--- src/rtl/core_test_pkg.sv ---
// core_test_pkg: shared state/verdict types and address helper for the core test sequencer.
package core_test_pkg;
   localparam int MAX_TESTS = 32;
   typedef enum logic [2:0] {
      S_IDLE  = 3'd0,
      S_RESET = 3'd1,
      S_LOAD  = 3'd2,
      S_RUN   = 3'd3,
      S_NEXT  = 3'd4,
      S_DONE  = 3'd5
   } state_t;
   typedef enum logic [1:0] {V_NONE, V_PASS, V_FAIL, V_TMO} verdict_t;
   // Address i of a flat table, zero-extended to MAX_TESTS entries by the caller.
   function automatic logic [31:0] pc_at(input logic [MAX_TESTS*32-1:0] flat, input int unsigned i);
      return 32'(flat >> (32 * i));
   endfunction
endpackage

--- src/rtl/core_test_monitor_if.sv ---
// core_test_monitor_if: handshake and verdict bundle between the test monitor and its environment.
interface core_test_monitor_if #(parameter int NUM_TESTS = 3);
   localparam int IW = NUM_TESTS > 1 ? $clog2(NUM_TESTS) : 1;
   logic start, pc_valid, load_ack, core_rst, load_req, busy, done;
   logic [31:0] pc;
   logic [IW-1:0] load_idx;
   logic [NUM_TESTS-1:0] pass_mask, fail_mask, tmo_mask;
   modport master (
      input  start, pc, pc_valid, load_ack,
      output core_rst, load_req, load_idx, busy, done, pass_mask, fail_mask, tmo_mask
   );
   modport slave (
      output start, pc, pc_valid, load_ack,
      input  core_rst, load_req, load_idx, busy, done, pass_mask, fail_mask, tmo_mask
   );
endinterface

--- src/rtl/test_watchdog.sv ---
// test_watchdog: RUN-phase cycle watchdog plus consecutive pass-address hold counter.
module test_watchdog #(
   parameter int TIMEOUT   = 10000,
   parameter int PASS_HOLD = 2
) (
   input  logic clk,
   input  logic rst,
   input  logic i_clear,
   input  logic i_enable,
   input  logic i_pass_hit,
   input  logic i_pc_valid,
   output logic o_tmo,
   output logic o_pass_ok
);
   localparam int CW = $clog2(TIMEOUT + 1);
   localparam int HW = $clog2(PASS_HOLD + 1);
   logic [CW-1:0] r_cnt;
   logic [HW-1:0] r_hold;
   always_ff @(posedge clk or posedge rst)
      if (rst) begin
         r_cnt  <= '0;
         r_hold <= '0;
      end else if (i_clear) begin
         r_cnt  <= '0;
         r_hold <= '0;
      end else if (i_enable) begin
         r_cnt <= (r_cnt == CW'(TIMEOUT)) ? r_cnt : r_cnt + 1'b1;
         if (i_pc_valid)
            r_hold <= !i_pass_hit ? '0 : (r_hold == HW'(PASS_HOLD)) ? r_hold : r_hold + 1'b1;
      end
   // Both verdicts fire on the sampling edge itself so the mask lands one cycle later.
   assign o_tmo     = i_enable && r_cnt == CW'(TIMEOUT - 1);
   assign o_pass_ok = i_enable && i_pc_valid && i_pass_hit && r_hold == HW'(PASS_HOLD - 1);
endmodule

--- src/rtl/core_test_monitor.sv ---
// core_test_monitor: runs NUM_TESTS core programs back to back (reset, load, run)
// and records a pass/fail/timeout verdict per test.
module core_test_monitor
   import core_test_pkg::*;
#(
   parameter int NUM_TESTS = 3,
   parameter logic [NUM_TESTS*32-1:0] PASS_PCS = {32'h2D68, 32'h2A7C, 32'h22CC},
   parameter logic [NUM_TESTS*32-1:0] FAIL_PCS = {32'h2D64, 32'h2A78, 32'h22C8},
   parameter int TIMEOUT      = 10000,
   parameter int RST_CYCLES   = 2,
   parameter int PASS_HOLD    = 2,
   parameter bit STOP_ON_FAIL = 1'b1
) (
   input logic clk,
   input logic rst,
   core_test_monitor_if.master bus
);
   localparam int IW = NUM_TESTS > 1 ? $clog2(NUM_TESTS) : 1;
   localparam int RW = $clog2(RST_CYCLES + 1);
   localparam logic [MAX_TESTS*32-1:0] P_PASS = (MAX_TESTS*32)'(PASS_PCS);
   localparam logic [MAX_TESTS*32-1:0] P_FAIL = (MAX_TESTS*32)'(FAIL_PCS);
   state_t r_state, w_nxt;
   verdict_t w_verdict;
   logic [IW-1:0] r_idx;
   logic [RW-1:0] r_rcnt;
   logic r_core_rst, r_load_req, r_busy, r_done, r_bad;
   logic [NUM_TESTS-1:0] r_pass, r_fail, r_tmo;
   logic w_run, w_fail_hit, w_pass_hit, w_tmo, w_pass_ok, w_last, w_start;
   assign w_run      = r_state == S_RUN;
   assign w_fail_hit = bus.pc_valid && bus.pc == pc_at(P_FAIL, 32'(r_idx));
   assign w_pass_hit = bus.pc == pc_at(P_PASS, 32'(r_idx));
   assign w_last     = r_idx == IW'(NUM_TESTS - 1);
   assign w_start    = bus.start && (r_state == S_IDLE || r_state == S_DONE);
   test_watchdog #(.TIMEOUT(TIMEOUT), .PASS_HOLD(PASS_HOLD)) u_wd (
      .clk       (clk),
      .rst       (rst),
      .i_clear   (!w_run),
      .i_enable  (w_run),
      .i_pass_hit(w_pass_hit),
      .i_pc_valid(bus.pc_valid),
      .o_tmo     (w_tmo),
      .o_pass_ok (w_pass_ok)
   );
   always_comb begin
      w_verdict = !w_run ? V_NONE : w_fail_hit ? V_FAIL : w_pass_ok ? V_PASS : w_tmo ? V_TMO : V_NONE;
      w_nxt = r_state;
      case (r_state)
         S_IDLE, S_DONE: if (bus.start) w_nxt = S_RESET;
         S_RESET:        if (r_rcnt == RW'(RST_CYCLES - 1)) w_nxt = S_LOAD;
         S_LOAD:         if (bus.load_ack) w_nxt = S_RUN;
         S_RUN:          if (w_verdict != V_NONE) w_nxt = S_NEXT;
         S_NEXT:         w_nxt = (w_last || (STOP_ON_FAIL && r_bad)) ? S_DONE : S_RESET;
         default:        w_nxt = S_IDLE;
      endcase
   end
   // Outputs are decoded from the next state so they are registered alongside it.
   always_ff @(posedge clk or posedge rst)
      if (rst) begin
         r_state    <= S_IDLE;
         r_idx      <= '0;
         r_rcnt     <= '0;
         r_core_rst <= 1'b1;
         r_load_req <= 1'b0;
         r_busy     <= 1'b0;
         r_done     <= 1'b0;
         r_bad      <= 1'b0;
         r_pass     <= '0;
         r_fail     <= '0;
         r_tmo      <= '0;
      end else begin
         r_state    <= w_nxt;
         r_core_rst <= w_nxt != S_RUN;
         r_load_req <= w_nxt == S_LOAD;
         r_busy     <= !(w_nxt inside {S_IDLE, S_DONE});
         r_done     <= w_nxt == S_DONE;
         r_rcnt     <= r_state == S_RESET ? r_rcnt + 1'b1 : '0;
         if (w_start) begin
            r_idx  <= '0;
            r_pass <= '0;
            r_fail <= '0;
            r_tmo  <= '0;
         end
         if (w_verdict != V_NONE) begin
            r_bad         <= w_verdict != V_PASS;
            r_pass[r_idx] <= w_verdict == V_PASS;
            r_fail[r_idx] <= w_verdict == V_FAIL;
            r_tmo[r_idx]  <= w_verdict == V_TMO;
         end
         if (r_state == S_NEXT && w_nxt == S_RESET) r_idx <= r_idx + 1'b1;
      end
   assign bus.core_rst  = r_core_rst;
   assign bus.load_req  = r_load_req;
   assign bus.load_idx  = r_idx;
   assign bus.busy      = r_busy;
   assign bus.done      = r_done;
   assign bus.pass_mask = r_pass;
   assign bus.fail_mask = r_fail;
   assign bus.tmo_mask  = r_tmo;
endmodule

--- src/flat_wrapper.sv ---
// flat-port wrapper written by rule: the top's interface ports become plain ports
module core_test_monitor_flat import core_test_pkg::*;
#(
   parameter int NUM_TESTS = 3,
   parameter logic [NUM_TESTS*32-1:0] PASS_PCS = {32'h2D68, 32'h2A7C, 32'h22CC},
   parameter logic [NUM_TESTS*32-1:0] FAIL_PCS = {32'h2D64, 32'h2A78, 32'h22C8},
   parameter int TIMEOUT      = 10000,
   parameter int RST_CYCLES   = 2,
   parameter int PASS_HOLD    = 2,
   parameter bit STOP_ON_FAIL = 1'b1
)
  (clk, rst, bus_start, bus_pc, bus_pc_valid, bus_load_ack, bus_core_rst, bus_load_req, bus_load_idx, bus_busy, bus_done, bus_pass_mask, bus_fail_mask, bus_tmo_mask);
  core_test_monitor_if #(.NUM_TESTS(NUM_TESTS)) bus_i ();
  input logic clk;
  input logic rst;
  input wire logic [$bits(bus_i.start)-1:0] bus_start;
  input wire logic [$bits(bus_i.pc)-1:0] bus_pc;
  input wire logic [$bits(bus_i.pc_valid)-1:0] bus_pc_valid;
  input wire logic [$bits(bus_i.load_ack)-1:0] bus_load_ack;
  output wire logic [$bits(bus_i.core_rst)-1:0] bus_core_rst;
  output wire logic [$bits(bus_i.load_req)-1:0] bus_load_req;
  output wire logic [$bits(bus_i.load_idx)-1:0] bus_load_idx;
  output wire logic [$bits(bus_i.busy)-1:0] bus_busy;
  output wire logic [$bits(bus_i.done)-1:0] bus_done;
  output wire logic [$bits(bus_i.pass_mask)-1:0] bus_pass_mask;
  output wire logic [$bits(bus_i.fail_mask)-1:0] bus_fail_mask;
  output wire logic [$bits(bus_i.tmo_mask)-1:0] bus_tmo_mask;
  assign bus_i.start = bus_start;
  assign bus_i.pc = bus_pc;
  assign bus_i.pc_valid = bus_pc_valid;
  assign bus_i.load_ack = bus_load_ack;
  assign bus_core_rst = bus_i.core_rst;
  assign bus_load_req = bus_i.load_req;
  assign bus_load_idx = bus_i.load_idx;
  assign bus_busy = bus_i.busy;
  assign bus_done = bus_i.done;
  assign bus_pass_mask = bus_i.pass_mask;
  assign bus_fail_mask = bus_i.fail_mask;
  assign bus_tmo_mask = bus_i.tmo_mask;
  core_test_monitor #(.NUM_TESTS(NUM_TESTS), .PASS_PCS(PASS_PCS), .FAIL_PCS(FAIL_PCS), .TIMEOUT(TIMEOUT), .RST_CYCLES(RST_CYCLES), .PASS_HOLD(PASS_HOLD), .STOP_ON_FAIL(STOP_ON_FAIL)) u_core (.clk(clk), .rst(rst), .bus(bus_i));
endmodule
--- config.mk ---
export PLATFORM = sky130hd
export DESIGN_NAME = core_test_monitor_flat
export DESIGN_NICKNAME = d
export VERILOG_FILES = /design/src/rtl/core_test_pkg.sv /design/src/rtl/core_test_monitor_if.sv /design/src/rtl/test_watchdog.sv /design/src/rtl/core_test_monitor.sv /design/src/flat_wrapper.sv
export SDC_FILE = /design/constraint.sdc
export NUM_CORES = 1
export LEC_CHECK = 0
export CORE_MARGIN = 10
export CORE_UTILIZATION = 35
export CTS_BUF_LIST = sky130_fd_sc_hd__clkbuf_2
export CTS_CLUSTER_DIAMETER = 40
export CTS_CLUSTER_SIZE = 10
export DETAILED_ROUTE_END_ITERATION = 7
export PLACE_DENSITY_LB_ADDON = 0.3
export SLEW_MARGIN = 20
export SYNTH_ARGS = -nofsm -noshare
export SYNTH_HDL_FRONTEND = slang
export SYNTH_SLANG_ARGS = --single-unit
--- constraint.sdc ---
create_clock -name clk -period 6.8 [get_ports clk]
set_clock_uncertainty 0.15 [all_clocks]
set_input_delay 0.68 -clock clk [delete_from_list [all_inputs] [get_ports clk]]
set_output_delay 0.68 -clock clk [all_outputs]
set_load 0.05 [all_outputs]
# ---- After elaboration in Yosys (flattened, before gate mapping)
# Index checks and enable logic that the tools add are counted.
# W data, S select, Z words.
dict set report op_classes {
  addsub 4
  magnitude_cmp 2
  n_eq_ne 24
  shifts 2
  mux 30
  n_reduce_logical 18
}
# op count
set op_table {}
lappend op_table {{$shr A78 B7 Y32 const A} 2}
lappend op_table {{$eq A32 B32 Y1} 2}
lappend op_table {{$mux W3} 11}
lappend op_table {{$eq A14 B14 Y1 const B} 2}
lappend op_table {{$mux W14} 2}
lappend op_table {{$mux W2} 11}
lappend op_table {{$pmux W3 S5} 1}
lappend op_table {{$add A14 B1 Y14 const B} 1}
lappend op_table {{$bwmux W3} 3}
lappend op_table {{$eq A3 B2 Y1 const B} 3}
lappend op_table {{$eq A3 B3 Y1 const B} 3}
lappend op_table {{$eq A2 B2 Y1 const B} 4}
lappend op_table {{$logic_and A1 B1 Y1} 8}
lappend op_table {{$add A2 B1 Y2 const B} 3}
lappend op_table {{$eq A2 B1 Y1 const B} 3}
lappend op_table {{$eq A3 B1 Y1 const B} 2}
lappend op_table {{$logic_not A3 Y1} 2}
lappend op_table {{$reduce_bool A2 Y1} 3}
lappend op_table {{$ne A2 B2 Y1 const B} 2}
lappend op_table {{$lt A2 B3 Y1 const B} 1}
lappend op_table {{$ne A3 B2 Y1 const B} 1}
lappend op_table {{$ne A3 B3 Y1 const B} 1}
lappend op_table {{$demux W1 S2} 1}
lappend op_table {{$ge A2 B1 Y1 const B} 1}
lappend op_table {{6 further kinds} 7}
dict set report totals {
  register_bits 37
  out_inout_bits 15
}

# ---- Depth between registers and ports, before layout
# Gate-level depths: netlist (run 1).
dict set report depth {
  depth_word 13
  ltp_mapped 11
  ltp_nobuf 8
}

# ---- Modules after synthesis
# Synthesis (run 1) repeated with hierarchy kept, for this count alone.
dict set report hier_totals {
  hier_cells 255
  hier_area_um2 2383.5
}
# mod n_inst cells_per_inst area_per_inst_um2 seq_area_each_um2
set modules_own_cells {}
lappend modules_own_cells {core_test_monitor 1 150 1432.6 526.8}
lappend modules_own_cells {test_watchdog 1 105 950.9 400.4}

# ---- Least setup slack after synthesis (run 1)
# Ideal clock, no wire load.
dict set report synth_timing {
  path_kind {register to register}
  from {register u_core.r_idx[1] (netlist: u_core.bus.load_idx[1])}
  to {register u_core.r_fail[2] (netlist: u_core.bus.fail_mask[2])}
  setup_time_ns 0.129
  arrival_ns 2.704
  required_ns 6.521
  slack_ns 3.817
  path_stages_with_launch 12
  n_path_buf 3
  period_less_slack_ns 2.983
  path_cell_list {dfrtp_1 -> buf_6 -> inv_1 -> ha_1 -> nor3_1 -> o22ai_1 -> or4_1 -> buf_2 -> or2_1 -> buf_6 -> a311oi_1 -> a21oi_1}
}
dict set report synth_between {
  elab_chain_len 10
  word_cells_on_any_way 19
  cone_classes {order compare (2); eq/ne (3); shift (2); mux (7); reduce/logical (5)}
}
# item line
set synth_lines {}
lappend synth_lines {{from (decl)} core_test_monitor.sv:24} ;# logic [IW-1:0] r_idx;
lappend synth_lines {{from (signal assigned)} core_test_monitor.sv:89} ;# if (r_state == S_NEXT && w_nxt == S_RESET) r_idx <= r_idx + 1'b1;
lappend synth_lines {{$shr A78 B7 Y32} core_test_pkg.sv:15} ;# return 32'(flat >> (32 * i));
lappend synth_lines {{$eq A32 B32 Y1} core_test_monitor.sv:31} ;# assign w_pass_hit = bus.pc == pc_at(P_PASS, 32'(r_idx));
lappend synth_lines {{$logic_and A1 B1 Y1 (2 in a row)} test_watchdog.sv:33} ;# assign o_pass_ok = i_enable && i_pc_valid && i_pass_hit && r_hold == HW'(PASS_HOLD - 1);
lappend synth_lines {{$mux W2 (3 in a row)} core_test_monitor.sv:45} ;# w_verdict = !w_run ? V_NONE : w_fail_hit ? V_FAIL : w_pass_ok ? V_PASS : w_tmo ? V_TMO : V_NONE;
lappend synth_lines {{$eq A2 B2 Y1} core_test_monitor.sv:86} ;# r_fail[r_idx] <= w_verdict == V_FAIL;
lappend synth_lines {{$bwmux W3} core_test_monitor.sv:86}
lappend synth_lines {{$mux W3 *} core_test_monitor.sv:83} ;# if (w_verdict != V_NONE) begin
lappend synth_lines {{to (signal assigned)} core_test_monitor.sv:68} ;# r_fail <= '0;
lappend synth_lines {{to (signal assigned)} core_test_monitor.sv:80} ;# r_fail <= '0;
lappend synth_lines {{to (signal, indexed assignment)} core_test_monitor.sv:86}
lappend synth_lines {{to (decl)} core_test_monitor.sv:27} ;# logic [NUM_TESTS-1:0] r_pass, r_fail, r_tmo;
# Every way passes the cells marked *; elsewhere a longest branch is shown, timed or not.
# A chain may end at the register's enable or synchronous reset.

# ---- Final worst setup path (run 1)
# Ends and elaborated chain as after synthesis.

==> impl_metrics.tcl, run 1 <==
set metrics [dict create \
    clk_latency_ns 0.37 \
    crit_arrival_ns 3.16 \
    yosysSeqAreaShare_pct 42.9 \
    drive_above_1_share_pct 4.48 \
    hpwlAfterDp_um 4020 \
    slowest_stage "or4_1" \
    synth_cells 241 \
    path_clk_slew_ns 0.17 \
    cts.sinks 37 \
    switching_share_pct 39.6 \
    finalCritPeriodShare_pct 45.4 \
    finalHoldViolations 0 \
    portBuffers 51 \
    synthFlopType "dfrtp_1" \
    synth.avg_cell_area_um2 8.96 \
    ys_types 44 \
    fmax_mhz 324 \
    rsz0062_at_grt "false" \
    worstHoldStart "u_core.r_rcnt[0]" \
    h-tree-depth 2 \
    whs_endpoint "u_core.r_rcnt[0]" \
    grt_util_met2_pct 17.6 \
    hold_class "flip-flop to flip-flop" \
    core-area_mm2 0.00596 \
    clkPwrFrac_pct 16.1 \
    drt_iter0_drc 85 \
    reg2reg_slack_ns 3.72 \
    synth-edff-count 0 \
    cp-end-kind "flip-flop" \
    grt_overflow 0 \
    crit_chain "ha_1, and3_1, o22ai_1, or4_1, or2_1, a311oi_1, a21oi_1" \
    required_ns 6.88 \
    start_util_pct 36.3 \
    slew_violations 0 \
    intPower_mw 0.358 \
    cpLargestDelayFamily "simple AND/OR/NAND/NOR gates" \
    whs_path_depth 1 \
    final_antenna_net_count 0 \
    grt_pass1_vias 1835 \
    num-nets-final 335 \
    rr_endpoint "u_core.bus.fail_mask[2]" \
    finalWirelength_um 5180 \
    vias 1811 \
    ys_ff_latch 37 \
    async_reset_ff_share_pct 100 \
    max-vdd-ir-drop_v 0.000142 \
    clockBufferDepth 2 \
    cts_resized 0 \
    vias_per_cell 4.96 \
    finalCriticalPeriod_ns 3.08 \
    num_rows 28 \
    die_area_mm2 0.00971 \
    clock-root-buffer "clkbuf_2" \
    io_pins 52 \
    numCtsBuffers 5 \
    cts_setup_buffers 0 \
    post_drt_wl_per_cell_um 14.2 \
    track_usage_pct 10.8 \
    cp_max_fo 11 \
    antenna_cells 0 \
    reg2reg_depth 7 \
    fp.dieW_um 98.6 \
    grt_max_degree 38 \
    total_power_mw 0.592 \
    drt_first_pass_iters 4 \
    cts_tree "done" \
    antenna_found_initial 0 \
    grt_first_pass_wirelength_um 8910 \
    outcome "finished clean" \
    final_core_utilization_pct 46.1 \
    hold_slack_ns 0.300 \
    setup-tns-final_ns 0 \
    crit_type "flip-flop to flip-flop" \
    cellLeakagePower_nw 1.19 \
    timing.rr.start "u_core.bus.load_idx[1]" \
    syn_nets 287 \
    crit_path_start_kind "flip-flop" \
    relSlewSlack_pct 37.9 \
    cts.hold.buffers_added 0 \
    p_comb_share_pct 36.6 \
    syn_area_mm2 0.00216 \
    die_h_um 98.6 \
    finalSetupViolations 0 \
    max_stage_delay_ns 0.64 \
    worstMarginPinSlew_ns 0.929 \
    grtUsageMet3_pct 3.49 \
    gp_congestion 0.793 \
    p_sw_mw 0.234 \
    grt_busiest_layer "met2" \
    crit_buf_inv 0 \
    drc 0 \
    seqPwrFrac_pct 47.3 \
    area_growth_pct 27.1 \
    maxCapViolCount 0 \
    synth_warnings 0 \
    grt_use_met1_pct 13.6 \
    power.density_mw_per_mm2 216 \
]
[power groups by stage]
stage,registers [mW],logic [mW],clock network (mW)
6_report,0.280,0.217,0.0953
5_1_grt,0.285,0.243,0.112
3_5_place_dp,0.284,0.220,0
4_1_cts,0.280,0.221,0.101
3_3_place_gp,0.282,0.217,0
2_1_floorplan,0.294,0.144,0
[stage by stage]
stage                     instances  cell area (µm²)  setup WS, ns
after floorplan                 241             2160          3.82
after global placement          357             2710          3.59
after detailed placement        357             2710          3.51
after CTS                       365             2750          3.70
after global routing            365             2750          3.43
final                           365             2750          3.72
[metal layers]
metal  vias up  share of wire [%]
met4         0               0.37
li1        932                  -
met1       848                 47
met5         -                  0
met3         2                5.3
met2        29                 48
[synthesized netlist by cell type (all sizes together) (7+ instances only)]
cell type	instances	area (µm²)
nand3	9	45.0
dfrtp	36	901
nor4	9	56.3
nand2	16	60.1
xor2	10	87.6
inv	16	60.1
ha	9	113
clkbuf	7	26.3
a21oi	16	83.8
nor2	31	116
a21o	7	52.6
xnor2	9	78.8
[state kept, by name (all words and copies together), names as in the netlist, 2 cells and up]
| signal | cells |
|---|---|
| u_core.u_wd.r_cnt | 14 |
| u_core.bus.fail_mask | 3 |
| u_core.bus.pass_mask | 3 |
| u_core.bus.tmo_mask | 3 |
| u_core.r_state | 3 |
| u_core.bus.load_idx | 2 |
| u_core.r_rcnt | 2 |
| u_core.u_wd.r_hold | 2 |
[cell usage in the layout (no fill, tap or decap), types with 2 or more instances in the layout]
cell / n
clkdlybuf4s50_1: 51
xor2_1: 10
a21oi_1: 15
nand3_1: 9
nand2_1: 16
a22oi_1: 2
o21ai_0: 5
and3_1: 3
or3_1: 2
nor3_1: 5
nor2_1: 31
a211oi_1: 5
o211ai_1: 2
nand3b_1: 2
nor2b_1: 2
or2_2: 2
nor4_1: 9
nand2b_1: 2
nand4_1: 6
nor3b_1: 3
o22ai_1: 2
a21o_1: 7
and2_1: 5
xnor2_1: 9
inv_1: 16
clkbuf_2: 7
ha_1: 9
dfrtp_1: 36
[how the worst max path moves through the flow]
stage                     cells after the start                    from                      end
final                                         7  u_core.bus.load_idx[1]  u_core.bus.fail_mask[2]
after global routing                          7  u_core.bus.load_idx[1]  u_core.bus.pass_mask[1]
after CTS                                     7  u_core.bus.load_idx[1]  u_core.bus.fail_mask[2]
after detailed placement                      7              bus_pc[15]  u_core.bus.fail_mask[2]
after global placement                        7              bus_pc[16]  u_core.bus.fail_mask[2]
after floorplan                              11  u_core.bus.load_idx[1]  u_core.bus.fail_mask[2]
[cell type report]
| type | count | area (µm²) |
|---|---|---|
| Timing Repair Buffer | 52 | 518 |
| Clock inverter | 1 | 3.75 |
| Sequential cell | 37 | 927 |
| Clock buffer | 7 | 35.0 |
| Multi-Input combinational cell | 177 | 1110 |
| Inverter | 16 | 60.1 |
| Fill cell | 602 | 3210 |
| Tap cell | 75 | 93.8 |
[cell families after synthesis]
logic type / count (synthesis) / share of synthesized area (%)
simple gates: 104 / 24.9
buf+inv: 27 / 5.79
fa+ha+maj: 9 / 5.21
xor+xnor: 19 / 7.71
mux: 1 / 0.464
flops: 37 / 42.9
compound gates: 44 / 13.0
No activity file was read; power rests on OpenSTA's default activity.
==> inputs of run 2 (changes only) <==
==> constraint.sdc (replaced) <==
create_clock -name clk -period 2.8 [get_ports clk]
set_clock_uncertainty 0.15 [all_clocks]
set_input_delay 0.28 -clock clk [delete_from_list [all_inputs] [get_ports clk]]
set_output_delay 0.28 -clock clk [all_outputs]
set_load 0.05 [all_outputs]
==> impl_metrics.tcl, run 2 (synthesis results as in run 1) <==
set metrics [dict create \
    clkPwrFrac_pct 24.3 \
    portBuffers 51 \
    cts.sinks 37 \
    drt_first_pass_iters 4 \
    required_ns 2.95 \
    crit_path_start "u_core.bus.load_idx[0]" \
    io_pins 52 \
    fill_cells 569 \
    outcome "finished clean" \
    layout_commonest_cell "clkdlybuf4s50_1" \
    grt_overflow 0 \
    critical_path_depth 8 \
    pre_cts_slack_ns 0.0796 \
    finalCritPeriodShare_pct 91.6 \
    reg2reg_depth 8 \
    setup_ws_ns 0.235 \
    vias 1864 \
    max_stage_delay_ns 0.53 \
    grt_first_pass_wirelength_um 9000 \
    drt_iter0_drc 107 \
    cp_max_fo 7 \
    cts_tree "done" \
    crit_chain "inv_2, ha_2, and3_1, o22ai_1, or4_4, or2_4, a311oi_1, a21oi_1" \
    area_growth_pct 35.4 \
    die_area_mm2 0.00971 \
    antenna_cells 0 \
    place_area_mm2 0.00280 \
    finalCriticalPeriod_ns 2.57 \
    worstMarginPinSlew_ns 0.688 \
    num-nets-final 344 \
    reg2reg_slack_ns 0.23 \
    clock-root-buffer "clkbuf_2" \
    h-tree-depth 2 \
    rsz0062_at_grt "false" \
    path_clk_slew_ns 0.20 \
    regMostFlops "u_core.u_wd.r_cnt" \
    seqPwrFrac_pct 39.2 \
    relSlewSlack_pct 52.9 \
    drc 0 \
    fmax_mhz 390 \
    cpLargestDelayFamily "simple AND/OR/NAND/NOR gates" \
    p_sw_mw 0.623 \
    rr_endpoint "u_core.bus.fail_mask[2]" \
    crit_path_start_kind "flip-flop" \
    numCtsBuffers 5 \
    hold_class "primary input to asynchronous set/reset pin" \
    maxCapViolCount 0 \
    gp_congestion 0.757 \
    p_comb_share_pct 36.5 \
    antenna_found_initial 0 \
    clockBufferDepth 2 \
    fp.dieW_um 98.6 \
    finalSetupViolations 0 \
    grt_pass1_vias 1798 \
    finalWirelength_um 5420 \
    setup-tns-final_ns 0 \
    slowest_stage "or4_4" \
    hpwlAfterDp_um 4130 \
    power.density_mw_per_mm2 592 \
    crit_type "flip-flop to flip-flop" \
    crit_arrival_ns 2.71 \
    vias_per_cell 4.98 \
    track_usage_pct 11.1 \
    slew_violations 0 \
    intPower_mw 1.11 \
    num_rows 28 \
    post_drt_wl_per_cell_um 14.5 \
    die_h_um 98.6 \
    switching_share_pct 36.0 \
    final_antenna_net_count 0 \
    finalHoldViolations 0 \
    max-vdd-ir-drop_v 0.000331 \
    cp-end-kind "flip-flop" \
    timing.rr.start "u_core.bus.load_idx[0]" \
    cellLeakagePower_nw 1.26 \
    crit_buf_inv 1 \
    cp-endpoint "u_core.bus.fail_mask[2]" \
    drive_above_1_share_pct 11.7 \
    grt_max_degree 38 \
    start_util_pct 36.3 \
    final_area_mm2 0.00292 \
    clk_latency_ns 0.38 \
    final_cell_mix "clkdlybuf4s50_1 (51), dfrtp_1 (34), nor2_1 (31)" \
    core-area_mm2 0.00596 \
    largest_reg_flops 14 \
    final_core_utilization_pct 49.1 \
]
[run 2: layer usage]
layer  global-route usage [%]  up-vias  wire length (µm)
met3                     2.93        8               262
met4                     3.64        0                74
met2                     17.0       37              2490
li1                         -      952                 -
met5                        0        -                 0
met1                     14.7      867              2600
[run 2: stage by stage]
| step | power (mW) | hold WS [ns] | std cells |
|---|---|---|---|
| global placement | 1.29 | 0.271 | 364 |
| CTS | 1.73 | 0.121 | 372 |
| floorplan | 1.09 | 0.259 | 241 |
| global route | 1.86 | 0.126 | 374 |
| detailed placement | 1.30 | 0.280 | 364 |
| finish | 1.73 | 0.134 | 374 |
[run 2: how the worst min path moves through the flow]
stage / cells past startpoint / endpoint
after floorplan: 1 / u_core.r_rcnt[0]
after global placement: 1 / u_core.r_rcnt[0]
after detailed placement: 1 / u_core.r_rcnt[0]
after CTS: 3 / u_core.bus.busy
after global routing: 3 / u_core.bus.load_req
final: 3 / u_core.bus.pass_mask[2]
[run 2: area by class of cell]
type	instances	area, µm²	share of cell area, %
tap	75	93.8	3.21
multi-input combinational	177	1160	39.8
timing repair buffer	61	586	20.0
clock inverter	3	65.1	2.23
clock buffer	5	25.0	0.856
inverter	16	60.1	2.05
sequential	37	930	31.8
[run 2: what timing repair did]
action,4_1_cts,5_1_grt
resized for setup,0,4
endpoints found under the setup margin,0,9
setup buffers,0,2
hold buffers,0,0
[run 2: power by group through the flow]
| stage | Combinational [mW] | Sequential [mW] | Clock [mW] |
|---|---|---|---|
| 3_3_place_gp | 0.601 | 0.691 | 0 |
| 4_1_cts | 0.611 | 0.685 | 0.435 |
| 2_1_floorplan | 0.376 | 0.718 | 0 |
| 6_report | 0.632 | 0.679 | 0.421 |
| 3_5_place_dp | 0.608 | 0.695 | 0 |
| 5_1_grt | 0.704 | 0.691 | 0.464 |
[run 2: tightest hold or removal path, stage by stage]
cell             delay, ns
clkdlybuf4s50_1       0.40
inv_1                 0.05
buf_4                 0.40
